**config.mk**
```make
export PLATFORM = sky130hd
export DESIGN_NAME = spi_target
export DESIGN_NICKNAME = d
export VERILOG_FILES = /design/src/rtl/spi_target.sv
export SDC_FILE = /design/constraint.sdc
export NUM_CORES = 1
export LEC_CHECK = 0
export ABC_AREA = 0
export BUFFER_PORTS_ARGS = -buffer_cell sky130_fd_sc_hd__clkbuf_2
export CELL_PAD_IN_SITES_DETAIL_PLACEMENT = 1
export CELL_PAD_IN_SITES_GLOBAL_PLACEMENT = 1
export CORE_ASPECT_RATIO = 1.75
export CORE_UTILIZATION = 45
export CTS_CLUSTER_SIZE = 40
export DETAILED_ROUTE_END_ITERATION = 6
export PLACE_DENSITY_LB_ADDON = 0.1
export SYNTH_ARGS = -nofsm -noshare
export SYNTH_HDL_FRONTEND = slang
export SYNTH_SLANG_ARGS = --single-unit
```
**constraint.sdc**
```tcl
create_clock -name clk -period 1.7 [get_ports clk]
set_input_delay 0.085 -clock clk [delete_from_list [all_inputs] [get_ports clk]]
set_output_delay 0.085 -clock clk [all_outputs]
set_load 0.03 [all_outputs]
```
**src/rtl/spi_target.sv**
```systemverilog
// spi_target: SPI mode-0 target, oversampled in the clk domain.
// Ports:
//   clk, reset           system clock, async active-high reset
//   sck, cs, sdi         SPI inputs from the master (asynchronous)
//   sdo, sdo_oe          target-out data and its pad enable
//   rx_data, rx_valid    received byte and one-cycle update pulse
//   tx_data, tx_valid,   transmit holding register write port
//   tx_ready
//   underrun, frame_err  one-cycle event pulses
//   busy                 high while a frame is active
`timescale 1ns/1ps
module spi_target #(
    parameter int unsigned SYNC_STAGES = 2,
    parameter logic [7:0]  IDLE_BYTE   = 8'hFF
) (
    input  logic       clk,
    input  logic       reset,
    input  logic       sck,
    input  logic       cs,
    input  logic       sdi,
    output logic       sdo,
    output logic       sdo_oe,
    output logic [7:0] rx_data,
    output logic       rx_valid,
    input  logic [7:0] tx_data,
    input  logic       tx_valid,
    output logic       tx_ready,
    output logic       underrun,
    output logic       frame_err,
    output logic       busy
);

    localparam int unsigned DATA_W = 8;
    localparam int unsigned CNT_W  = 3;

    typedef enum logic {
        IDLE   = 1'b0,
        ACTIVE = 1'b1
    } state_t;

    // Synchronizer chains; cs idles high so its chain resets to 1
    logic [SYNC_STAGES-1:0] sck_sync;
    logic [SYNC_STAGES-1:0] cs_sync;
    logic [SYNC_STAGES-1:0] sdi_sync;
    logic                   sck_d;
    logic                   cs_d;

    logic sck_s;
    logic cs_s;
    logic sdi_s;
    logic rise;
    logic fall;
    logic cs_fall;
    logic cs_rise;

    state_t              state, state_n;
    logic [CNT_W-1:0]    cnt, cnt_n;
    logic [DATA_W-1:0]   rx_shift, rx_shift_n;
    logic [DATA_W-1:0]   tx_shift, tx_shift_n;
    logic [DATA_W-1:0]   hold, hold_n;
    logic [DATA_W-1:0]   rx_data_n;
    logic                rx_valid_n;
    logic                tx_ready_n;
    logic                underrun_n;
    logic                frame_err_n;
    logic                load;

    assign sck_s   = sck_sync[SYNC_STAGES-1];
    assign cs_s    = cs_sync[SYNC_STAGES-1];
    assign sdi_s   = sdi_sync[SYNC_STAGES-1];
    assign rise    = sck_s & ~sck_d;
    assign fall    = ~sck_s & sck_d;
    assign cs_fall = ~cs_s & cs_d;
    assign cs_rise = cs_s & ~cs_d;

    // Input synchronization and edge history
    always_ff @(posedge clk or posedge reset) begin
        if (reset) begin
            sck_sync <= '0;
            cs_sync  <= '1;
            sdi_sync <= '0;
            sck_d    <= 1'b0;
            cs_d     <= 1'b1;
        end else begin
            sck_sync <= {sck_sync[SYNC_STAGES-2:0], sck};
            cs_sync  <= {cs_sync[SYNC_STAGES-2:0], cs};
            sdi_sync <= {sdi_sync[SYNC_STAGES-2:0], sdi};
            sck_d    <= sck_s;
            cs_d     <= cs_s;
        end
    end

    // Next-state, datapath and event logic
    always_comb begin
        state_n     = state;
        cnt_n       = cnt;
        rx_shift_n  = rx_shift;
        tx_shift_n  = tx_shift;
        hold_n      = hold;
        rx_data_n   = rx_data;
        rx_valid_n  = 1'b0;
        tx_ready_n  = tx_ready;
        underrun_n  = 1'b0;
        frame_err_n = 1'b0;
        load        = 1'b0;

        case (state)
            IDLE: begin
                if (cs_fall) begin
                    state_n = ACTIVE;
                    cnt_n   = '0;
                    load    = 1'b1;
                end
            end
            ACTIVE: begin
                // cs_rise wins over a coincident sck edge
                if (cs_rise) begin
                    state_n    = IDLE;
                    cnt_n      = '0;
                    rx_shift_n = '0;
                    if (cnt != CNT_W'(0)) begin
                        frame_err_n = 1'b1;
                    end
                end else if (rise) begin
                    rx_shift_n = {rx_shift[DATA_W-2:0], sdi_s};
                    cnt_n      = cnt + CNT_W'(1);
                    if (cnt == CNT_W'(7)) begin
                        rx_data_n  = {rx_shift[DATA_W-2:0], sdi_s};
                        rx_valid_n = 1'b1;
                    end
                end else if (fall) begin
                    if (cnt == CNT_W'(0)) begin
                        load = 1'b1;
                    end else begin
                        tx_shift_n = {tx_shift[DATA_W-2:0], 1'b0};
                    end
                end
            end
            default: state_n = IDLE;
        endcase

        // Load sees the register state before any same-cycle write
        if (load) begin
            if (!tx_ready) begin
                tx_shift_n = hold;
                tx_ready_n = 1'b1;
            end else begin
                tx_shift_n = IDLE_BYTE;
                underrun_n = 1'b1;
            end
        end

        if (tx_valid && tx_ready) begin
            hold_n     = tx_data;
            tx_ready_n = 1'b0;
        end
    end

    // State and output registers
    always_ff @(posedge clk or posedge reset) begin
        if (reset) begin
            state     <= IDLE;
            cnt       <= '0;
            rx_shift  <= '0;
            tx_shift  <= '0;
            hold      <= '0;
            rx_data   <= '0;
            rx_valid  <= 1'b0;
            tx_ready  <= 1'b1;
            underrun  <= 1'b0;
            frame_err <= 1'b0;
            busy      <= 1'b0;
            sdo_oe    <= 1'b0;
            sdo       <= 1'b0;
        end else begin
            state     <= state_n;
            cnt       <= cnt_n;
            rx_shift  <= rx_shift_n;
            tx_shift  <= tx_shift_n;
            hold      <= hold_n;
            rx_data   <= rx_data_n;
            rx_valid  <= rx_valid_n;
            tx_ready  <= tx_ready_n;
            underrun  <= underrun_n;
            frame_err <= frame_err_n;
            busy      <= (state_n == ACTIVE);
            sdo_oe    <= (state_n == ACTIVE);
            sdo       <= tx_shift_n[DATA_W-1];
        end
    end

endmodule
```
==> results of run 1 <==
[power breakdown]
part           internal (W)  leakage, nW  switching [W]  total, W
Sequential          0.00136        0.598       0.000146   0.00151
Combinational      0.000283        0.477       0.000291  0.000574
Clock              0.000440       0.0524       0.000353  0.000793
[cells by family (layout without fill, tap and decap cells)]
logic type                 Yosys count  in the layout  synth area share, %
muxes                               16             16                11.02
and+or+nand+nor                     27             27                9.115
adders and majority gates            3              3                1.967
buffers and inverters               10             51                3.213
AOI/OAI and AO/OA                   32             32                12.79
DFF                                 47             47                61.90
[cell type report]
cell class                      instances  area [um2]  share of cell area [%]
Clock buffer                            7       76.32                   3.346
Clock inverter                          1       30.03                   1.317
Inverter                                5       18.77                  0.8228
Multi-Input combinational cell         78       665.6                   29.18
Sequential cell                        47        1181                   51.78
Tap cell                               49       61.31                   2.688
Timing Repair Buffer                   38       247.7                   10.86
[worst min-delay path by stage]
stage | from | end | cells past startpoint
after floorplan | cs | cs_sync[0] | 0
after global placement | reset | sdi_sync[1] | 2
after detailed placement | reset | rx_shift[0] | 2
after CTS | tx_data[3] | hold[3] | 2
after global routing | tx_data[0] | hold[0] | 2
final | tx_data[0] | hold[0] | 2
[per-layer routing]
metal | up-vias | share of wire, %
met5 | - | 0
met3 | 8 | 3.0
li1 | 556 | -
met1 | 594 | 36
met2 | 20 | 58
met4 | 0 | 2.3
[metrics by stage]
stage | utilization, % | std cells | setup slack (ns) | power (W) | instance area (um2)
final | 55.48 | 225 | 0.09944 | 0.002873 | 2281
after detailed placement | 50.94 | 209 | 0.1190 | 0.002101 | 2095
after CTS | 55.48 | 225 | 0.09760 | 0.002922 | 2281
after global routing | 55.48 | 225 | 0.01435 | 0.003043 | 2281
after floorplan | - | 135 | 0.1703 | 0.001943 | 1908
after global placement | 50.94 | 209 | 0.2057 | 0.002050 | 2095
[registers in the layout, summed over array words and instances, names as in the netlist]
signal	count
cnt	3
sck_d	1
hold	8
sdi_sync	2
tx_shift	7
sdo	1
state	1
cs_d	1
rx_shift	7
tx_ready	1
cs_sync	2
rx_valid	1
underrun	1
frame_err	1
rx_data	8
sck_sync	2
[layout by cell type (no fill, tap or decap)]
master,n
nand2_8,1
bufinv_16,1
buf_12,1
o2bb2a_4,1
o22ai_1,7
inv_1,4
nor2b_4,1
nor3b_4,1
ha_1,3
clkbuf_8,5
and3_1,1
mux2_4,8
o21ai_1,7
dlygate4sd3_1,8
nor2_1,2
a21oi_1,2
inv_2,1
o21bai_2,1
nand2_1,14
dfrtp_1,43
clkbuf_2,28
clkbuf_1,2
nand2b_2,1
and4bb_2,1
o21a_1,1
a22o_2,9
nand4_1,2
nand2b_1,1
buf_4,1
o21bai_1,1
o21ai_0,2
o21ai_2,1
mux2_2,8
dfstp_2,4
and2_1,1
and2b_2,1
[worst register-to-register path: cells and delay by family (launching register included)]
family / cells / cell delay, ns
AOI/OAI and AO/OA: 3 / 0.62
DFF: 1 / 0.37
and+or+nand+nor: 1 / 0.25
adders and majority gates: 1 / 0.21
buffers and inverters: 1 / 0.08
==> summary.txt, run 1 <==
Yosys
  – Synth unique cells: 31
  – Area contributors post-synth: dfrtp_1 56%, mux2_4 6.3%, dfstp_2 5.5%
  – Number of synthesized flops with an enable pin: 0
  – Most frequent cell after synthesis: dfrtp_1
  – Synthesis Warnings: 0
  – Most used flip-flop cell after synthesis: dfrtp_1
  – Mapped Nets: 152
  – Register area share after synthesis: 61.90%
  – Syn avg cell area: 14.13 um2
  – Synthesized area: 1908 um2
  – Commonest cells post-synth: 43 x dfrtp_1, 14 x nand2_1, 9 x a22o_2, 8 x mux2_2, 8 x mux2_4
  – Async set-reset flop share out of synthesis: 100.0%
  – Mapped Cells: 135
  – Number of synthesized register bits: 47
  – Cell taking the most area after synthesis: dfrtp_1
  – Top-area cell type share of the netlist area: 56.39%

Clocking
  – Post-CTS Hold Fix Bufs: 8
  – Maximum buffer depth of the clock tree: 2
  – CTS clk-pin slew, worst paths: 0.08 ns
  – CTS Root Cell: clkbuf_8
  – CTS Buf Count: 5
  – Post-CTS Setup Inserts: 0
  – TritonCTS clock tree: built
  – TritonCTS sink count: 47
  – Post-CTS resize count: 0
  – Clk_lat worst skew: 0.30 ns
  – H-Tree Depth: 2

Place
  – Routability Congestion: 0.7234
  – PortBufs: 28
  – Dpl hpwl: 2547 um

Floorplan
  – Die area: 4515 um2
  – IO Count: 29
  – Core area: 4111 um2
  – Core Rows: 31
  – Starting Density: 46.41%
  – Die X: 51.23 um
  – Die height: 88.14 um

GRT
  – Vias in the first global route: 1,223
  – Met1 global-route usage: 18.11%
  – Total GRT Usage: 18.27%
  – First-pass GRT wire length: 5830 um
  – Met3 usage: 5.208%
  – GRT busiest layer: met2
  – Global routing met2 resource utilization: 33.49%
  – Gr ovfl total: 0
  – Initial antenna violation count: 0
  – Largest net degree at the start of global routing: 27

Outcome
  – Status: completed

Critical path
  – Crit-path leading delay family: compound AO/OA/AOI/OAI gates
  – Max stage delay on crit path: 0.37 ns
  – Origin of the critical flop-to-flop path: cnt[0]
  – Setup CP Type: flop to flop
  – Crit. path cell count: 6
  – Worst setup EP type: flop
  – R2R depth: 6
  – CP max-delay cell: dfrtp_1
  – Critical Path Fanout Max: 7
  – Startpoint types: flop
  – Reg-to-reg endpoint: tx_shift[1]
  – WP buf/inv: 1
  – Worst Setup SP: cnt[0]
  – Reg2reg setup slack: 0.1 ns
  – Critical path arrival: 1.83 ns
  – CP required: 1.93 ns
  – Critical Path Sink: tx_shift[1]
  – Worst path cell trace: inv_1 > ha_1 > and4bb_2 > o21bai_2 > o22ai_1 > o21ai_1

Power
  – PD cells: 1259 nW/um2
  – Leakage: 1.128 nW
  – VDD IR-drop max: 0.6977 mV

Drt
  – ANT nets after route: 0
  – Total Wirelength: 3531 um
  – DRT iter0 DRCs: 10
  – Via density: 5.236
  – DR vias: 1,178
  – Avg WL per Cell: 15.69 um
  – # DRC: 0
  – DR pass1 iterations: 2

STA
  – Fmax: 0.6248 GHz
  – Fin crit share: 94.15%
  – Slew HR: 67.50%
  – Hold slack: 0.01543 ns
  – Actual slew at the worst max-slew pin: 0.4868 ns
  – Clk_skew: 0.005494 ns
  – Setup_tns: 0 ns
  – Minimum clock period after layout: 1.601 ns
  – Setup Viol. Count Final: 0
  – Final hold viol count: 0
  – RSZ-0062 raised after global routing: no
  – Pins Over Slew Limit: 0

Final layout
  – Nets: 192
  – # fillers: 444
  – Antenna fix cells: 0
  – Layout area overhead: 19.54%
  – Layout cells sized above 1: 42.61%

Flow run
  – Number of max-cap violations: 0

Worst hold path
  – Worst hold path type: input pin to flop
(Power assumes the default switching activity.)
==> run 2: changes to the inputs <==
--- a/config.mk
+++ b/config.mk
@@ -10,10 +10,11 @@
 export CELL_PAD_IN_SITES_DETAIL_PLACEMENT = 1
 export CELL_PAD_IN_SITES_GLOBAL_PLACEMENT = 1
 export CORE_ASPECT_RATIO = 1.75
-export CORE_UTILIZATION = 45
+export CORE_UTILIZATION = 30
 export CTS_CLUSTER_SIZE = 40
 export DETAILED_ROUTE_END_ITERATION = 6
 export PLACE_DENSITY_LB_ADDON = 0.1
+export SLEW_MARGIN = 30
 export SYNTH_ARGS = -nofsm -noshare
 export SYNTH_HDL_FRONTEND = slang
 export SYNTH_SLANG_ARGS = --single-unit
==> summary.txt, run 2 (same netlist as run 1, synthesis figures left out) <==
Clocking
  – TritonCTS clock tree: built
  – CTS Buf Count: 5 (unchanged)
  – CTS clk-pin slew, worst paths: 0.09 ns (about the same)
  – Clk_lat worst skew: 0.30 ns (about the same)
  – H-Tree Depth: 2 (unchanged)
  – Post-CTS resize count: 0 (unchanged)
  – CTS Root Cell: clkbuf_8
  – Maximum buffer depth of the clock tree: 2 (unchanged)
  – TritonCTS sink count: 47 (unchanged)

Final layout
  – Most frequent cells in the layout: 43 x dfrtp_1, 28 x clkbuf_2, 14 x nand2_1
  – Area of the multi-input gates: 665.6 um2 (unchanged)
  – Layout cells sized above 1: 44.77% (+2.2 points)
  – Register area: 1181 um2 (unchanged)
  – Nets: 188 (-2.1%)
  – Final Non-Filler Cells: 252 (+12%)
  – Commonest non-fill, non-tap cell in the layout: dfrtp_1
  – Layout area overhead: 20.07%
  – Registers with the most flip-flops: hold (8), rx_data (8)
  – # fillers: 687 (+55%)
  – Antenna fix cells: 0 (unchanged)

STA
  – Fmax: 0.6387 GHz (+2.2%)
  – Setup Viol. Count Final: 0 (unchanged)
  – RSZ-0062 raised after global routing: no
  – Slew HR: 66.89% (-0.60 points)
  – Final hold viol count: 0 (unchanged)
  – Clk_skew: 0.008125 ns (+0.002631 ns)
  – Minimum clock period after layout: 1.566 ns (-0.03488 ns)
  – Fin crit share: 92.10% (-2.1 points)
  – Actual slew at the worst max-slew pin: 0.4959 ns (+0.009056 ns)
  – Setup_tns: 0 ns (unchanged)
  – Pins Over Slew Limit: 0 (unchanged)

Critical path
  – Startpoint types: flop
  – Critical Path Fanout Max: 9 (+2)
  – CP required: 1.88 ns (-0.05 ns)
  – Critical path arrival: 1.75 ns (-0.08 ns)
  – Setup CP Type: flop to flop
  – Worst setup EP type: flop

GRT
  – Largest net degree at the start of global routing: 26 (-3.7%)
  – Initial antenna violation count: 0 (unchanged)
  – Gr ovfl total: 0 (unchanged)
  – Total GRT Usage: 12.91% (-5.4 points)
  – Vias in the first global route: 1,290 (+5.5%)
  – First-pass GRT wire length: 6596 um (+13%)

Floorplan
  – IO Count: 29 (unchanged)
  – Die height: 107.5 um (+22%)
  – Die X: 62.29 um (+22%)
  – Die area: 6696 um2 (+48%)
  – Starting Density: 30.87% (-16 points)
  – Core area: 6181 um2 (+50%)
  – Core Rows: 38 (+23%)

Place
  – Dpl hpwl: 2625 um (+3.1%)
  – Post-placement cell count: 240 (+15%)
  – Routability Congestion: 0.7029 (-2.8%)
  – PortBufs: 28 (unchanged)

Drt
  – ANT nets after route: 0 (unchanged)
  – Avg WL per Cell: 14.71 um (-6.3%)
  – Total Wirelength: 3706 um (+5.0%)
  – DR pass1 iterations: 4 (+2)
  – DRT iter0 DRCs: 38 (+28)
  – DR vias: 1,159 (-1.6%)
  – Via density: 4.599 (-12%)
  – # DRC: 0 (unchanged)

Flow run
  – Number of max-cap violations: 0 (unchanged)

Power
  – Leakage: 1.120 nW (-0.71%)
  – VDD IR-drop max: 0.7590 mV (+8.8%)
  – PD cells: 1288 nW/um2 (+2.2%)

Outcome
  – Status: completed

Worst hold path
  – Worst hold path type: input pin to flop
## run 2: cell types whose count changed in the layout (fill, tap and decap cells not counted)
| cell | change |
|---|---|
| dlygate4sd3_1 | -4 |
| clkbuf_1 | -2 |
| clkbuf_8 | +1 |
| clkinv_2 | +1 |
## run 2: routing by layer
| metal | part of all wire [%] | vias to the layer above | track usage, % |
|---|---|---|---|
| met4 | 2.2 | 0 | 5.980 |
| met2 | 53 | 23 | 22.37 |
| met1 | 42 | 587 | 14.80 |
| met3 | 3.1 | 6 | 3.284 |
| li1 | - | 543 | - |
| met5 | 0 | - | 0 |
## run 2: critical path, stage by stage (launching register included)
cell	delay (ns)
dfstp_2	0.57
nand2b_2	0.15
and3_1	0.29
nand2_8	0.12
mux2_4	0.31
## run 2: cell type report
type                            instances  share of cell area (%)
Sequential cell                        47                   51.56
Multi-Input combinational cell         78                   29.06
Timing Repair Buffer                   34                   9.066
Tap cell                               80                   4.369
Clock buffer                            6                   3.605
Clock inverter                          2                   1.529
Inverter                                5                  0.8192
## run 2: through the flow
step	power, W	utilization [%]	hold slack [ns]	instance area [um2]	setup WS [ns]
after CTS	0.003003	37.06	0.0001721	2291	0.1258
after global placement	0.002084	34.51	0.1335	2133	0.1716
after detailed placement	0.002125	34.51	0.1360	2133	0.1382
final	0.002950	37.06	0.01164	2291	0.1343
after floorplan	0.001943	-	0.08948	1908	0.1703
after global routing	0.003128	37.06	0.008066	2291	0.008676
## run 2: worst paths after layout
check,slack (ns),to,cells past startpoint,start
max reg2reg,0.13,rx_data[6],4,cs_d
max,0.13,rx_data[6],4,cs_d
min,0.01,hold[0],2,tx_data[0]
max in group asynchronous,0.78,cs_sync[0],4,reset
min reg2reg,0.35,sdi_sync[1],0,sdi_sync[0]
min in group asynchronous,0.34,sdi_sync[1],3,reset
## run 2: power breakdown
group | internal, W | leakage [nW] | total [W] | switching (W)
Clock | 0.000476 | 0.0612 | 0.000855 | 0.000378
Combinational | 0.000277 | 0.461 | 0.000565 | 0.000288
Sequential | 0.00136 | 0.598 | 0.00153 | 0.000169
Total | 0.00211 | 1.12 | 0.00295 | 0.000835
## run 2: repair_timing
action                    CTS  global route
hold buffers                4             0
hold endpoints to repair   25             0
buffers inserted            0             0
==> run 3: changes to the inputs <==
--- a/config.mk
+++ b/config.mk
@@ -5,7 +5,7 @@
 export SDC_FILE = /design/constraint.sdc
 export NUM_CORES = 1
 export LEC_CHECK = 0
-export ABC_AREA = 0
+export ABC_AREA = 1
 export BUFFER_PORTS_ARGS = -buffer_cell sky130_fd_sc_hd__clkbuf_2
 export CELL_PAD_IN_SITES_DETAIL_PLACEMENT = 1
 export CELL_PAD_IN_SITES_GLOBAL_PLACEMENT = 1
==> summary.txt, run 3 <==
Floorplan
  – IO Count: 29 (unchanged)
  – Die height: 108.3 um (+0.77%)
  – Die area: 6798 um2 (+1.5%)
  – Die X: 62.76 um (+0.76%)
  – Core Rows: 38 (unchanged)
  – Starting Density: 31.12% (+0.25 points)
  – Core area: 6228 um2 (+0.77%)

Yosys
  – Synthesized area: 1938 um2 (+1.6%)
  – Mapped Cells: 206 (+53%)
  – Async set-reset flop share out of synthesis: 100.0% (unchanged)
  – Number of synthesized register bits: 47 (unchanged)
  – Top-area cell type share of the netlist area: 55.52% (-0.87 points)
  – Register area share after synthesis: 60.94% (-0.96 points)
  – Commonest cells post-synth: 45 x nand2_1, 43 x dfrtp_1, 41 x nor2_1, 21 x inv_1, 12 x nand3_1
  – Most used flip-flop cell after synthesis: dfrtp_1
  – Area contributors post-synth: dfrtp_1 56%, nand2_1 8.7%, nor2_1 7.9%
  – Most frequent cell after synthesis: nand2_1
  – Synthesis Warnings: 0 (unchanged)
  – Synth unique cells: 20 (-35%)
  – Number of synthesized flops with an enable pin: 0 (unchanged)
  – Mapped Nets: 223 (+47%)
  – Syn avg cell area: 9.408 um2 (-33%)
  – Cell taking the most area after synthesis: dfrtp_1

STA
  – Actual slew at the worst max-slew pin: 0.5149 ns (+0.01907 ns)
  – Minimum clock period after layout: 1.457 ns (-0.1089 ns)
  – Setup_tns: 0 ns (unchanged)
  – Final hold viol count: 0 (unchanged)
  – Setup Viol. Count Final: 0 (unchanged)
  – Slew HR: 65.62% (-1.3 points)
  – Fin crit share: 85.69% (-6.4 points)
  – RSZ-0062 raised after global routing: no
  – Pins Over Slew Limit: 0 (unchanged)
  – Clk_skew: 0.01357 ns (+0.005442 ns)
  – Fmax: 0.6865 GHz (+7.5%)
  – Final worst setup slack: 0.2433 ns (+0.1089 ns)

Drt
  – DRT iter0 DRCs: 31 (-18%)
  – # DRC: 0 (unchanged)
  – DR vias: 1,456 (+26%)
  – ANT nets after route: 0 (unchanged)
  – Via density: 4.333 (-5.8%)
  – Avg WL per Cell: 11.77 um (-20%)
  – Total Wirelength: 3955 um (+6.7%)
  – DR pass1 iterations: 4 (unchanged)

Flow run
  – Number of max-cap violations: 0 (unchanged)

GRT
  – Total GRT Usage: 13.38% (+0.46 points)
  – Initial antenna violation count: 0 (unchanged)
  – First-pass GRT wire length: 6962 um (+5.5%)
  – Gr ovfl total: 0 (unchanged)
  – Vias in the first global route: 1,518 (+18%)
  – Largest net degree at the start of global routing: 26 (unchanged)

Critical path
  – CP max-delay cell: dfrtp_1
  – WP buf/inv: 2 (+2)
  – Setup CP Type: flop to flop
  – Most used cell, CP: nor2_1
  – Critical Path Fanout Max: 10 (+1)
  – Startpoint types: flop
  – Critical path arrival: 1.68 ns (-0.07 ns)
  – Crit-path leading delay family: simple AND/OR/NAND/NOR gates
  – CP required: 1.93 ns (+0.05 ns)
  – Worst setup EP type: flop
  – Worst path cell trace: inv_1 > ha_1 > inv_1 > nor2_1 > nand2_2 > nand2_1 > nand2_2 > nor2_1 > nor2_1 > nor2_1
  – Max stage delay on crit path: 0.39 ns (-0.18 ns)

Worst hold path
  – Worst hold path type: input pin to flop

Place
  – Routability Congestion: 0.7184 (+2.2%)
  – Dpl hpwl: 2870 um (+9.3%)
  – Dpl ws: 0.1335 ns (-0.004738 ns)
  – PortBufs: 28 (unchanged)

Clocking
  – H-Tree Depth: 2 (unchanged)
  – CTS Root Cell: clkbuf_8
  – Clk_lat worst skew: 0.30 ns (about the same)
  – CTS clk-pin slew, worst paths: 0.09 ns (about the same)
  – Maximum buffer depth of the clock tree: 2 (unchanged)
  – TritonCTS sink count: 47 (unchanged)
  – TritonCTS clock tree: built
  – CTS Buf Count: 5 (unchanged)

Final layout
  – Layout cells sized above 1: 26.17% (-19 points)
  – Layout area overhead: 25.69%
  – Antenna fix cells: 0 (unchanged)
  – Registers with the most flip-flops: hold (8), rx_data (8)
  – Nets: 272 (+45%)
  – Most frequent cells in the layout: 44 x nand2_1, 43 x dfrtp_1, 41 x nor2_1
  – Commonest non-fill, non-tap cell in the layout: nand2_1

Power
  – VDD IR-drop max: 0.5087 mV (-33%)
  – Leakage: 1.260 nW (+12%)
  – PD cells: 1262 nW/um2 (-2.0%)

Outcome
  – Status: completed
==> run 3: area by class of cell <==
class / count / area [um2]
Multi-Input combinational cell: 132 / 638.1
Timing Repair Buffer: 46 / 317.8
Sequential cell: 47 / 1181
Clock buffer: 5 / 68.82
Inverter: 23 / 86.33
Fill cell: 745 / 3792
Clock inverter: 3 / 43.79
Tap cell: 80 / 100.1
==> run 3: what timing repair did <==
action / in CTS / in global routing
setup endpoints to repair: 0 / 8
hold endpoints to repair: 29 / 0
hold buffers: 12 / 0
gates resized for setup: 0 / 1
buffers inserted: 0 / 3
==> run 3: cells by family (layout without fill, tap and decap cells) <==
family                     Yosys count  after routing  share of synthesized area (%)
AOI/OAI and AO/OA                   21             21                          7.424
adders and majority gates            3              3                          1.937
buffers and inverters               27             77                          6.262
DFF                                 47             47                          60.94
and+or+nand+nor                    108            108                          23.43
==> run 3: worst register-to-register path: stages (launching register included) <==
cell and delay (ns):
dfrtp_1 0.39, inv_1 0.09, ha_1 0.15, inv_1 0.04
nor2_1 0.14, nand2_2 0.11, nand2_1 0.09, nand2_2 0.14
nor2_1 0.13, nor2_1 0.05, nor2_1 0.08
==> run 3: through the flow <==
stage / power (W) / cell area (um2) / hold slack (ns) / instances / util [%]
after floorplan: 0.002046 / 1938 / 0.08948 / 206 / -
after global placement: 0.002256 / 2178 / 0.1349 / 313 / 34.97
after CTS: 0.003127 / 2411 / 0.2546 / 333 / 38.71
after global routing: 0.003312 / 2436 / 0.2809 / 336 / 39.11
after detailed placement: 0.002260 / 2178 / 0.1361 / 313 / 34.97
final: 0.003074 / 2436 / 0.2355 / 336 / 39.11
==> run 3: layer usage <==
metal / wire length [um] / global-route usage [%] / vias to the layer above
met5: 0 / 0 / -
met4: 64 / 6.478 / 0
met3: 74 / 2.532 / 7
met2: 2256 / 26.01 / 21
met1: 1560 / 13.30 / 692
li1: - / - / 736
==> run 3: worst paths after layout <==
path	from	endpoint	slack (ns)	depth (start not counted)
max in group asynchronous	reset	frame_err	0.83	4
min in group asynchronous	reset	underrun	0.35	3
min reg2reg	sdi_sync[0]	sdi_sync[1]	0.34	0
min	tx_valid	hold[3]	0.24	4
max	cnt[0]	sdo	0.24	10
max reg2reg	cnt[0]	sdo	0.24	10
==> run 3: power breakdown <==
part | total (W) | internal (W) | switching (W)
sequential | 0.00149 | 0.00136 | 0.000131
clock | 0.000824 | 0.000438 | 0.000385
combinational | 0.000758 | 0.000284 | 0.000474
total | 0.00307 | 0.00208 | 0.000990
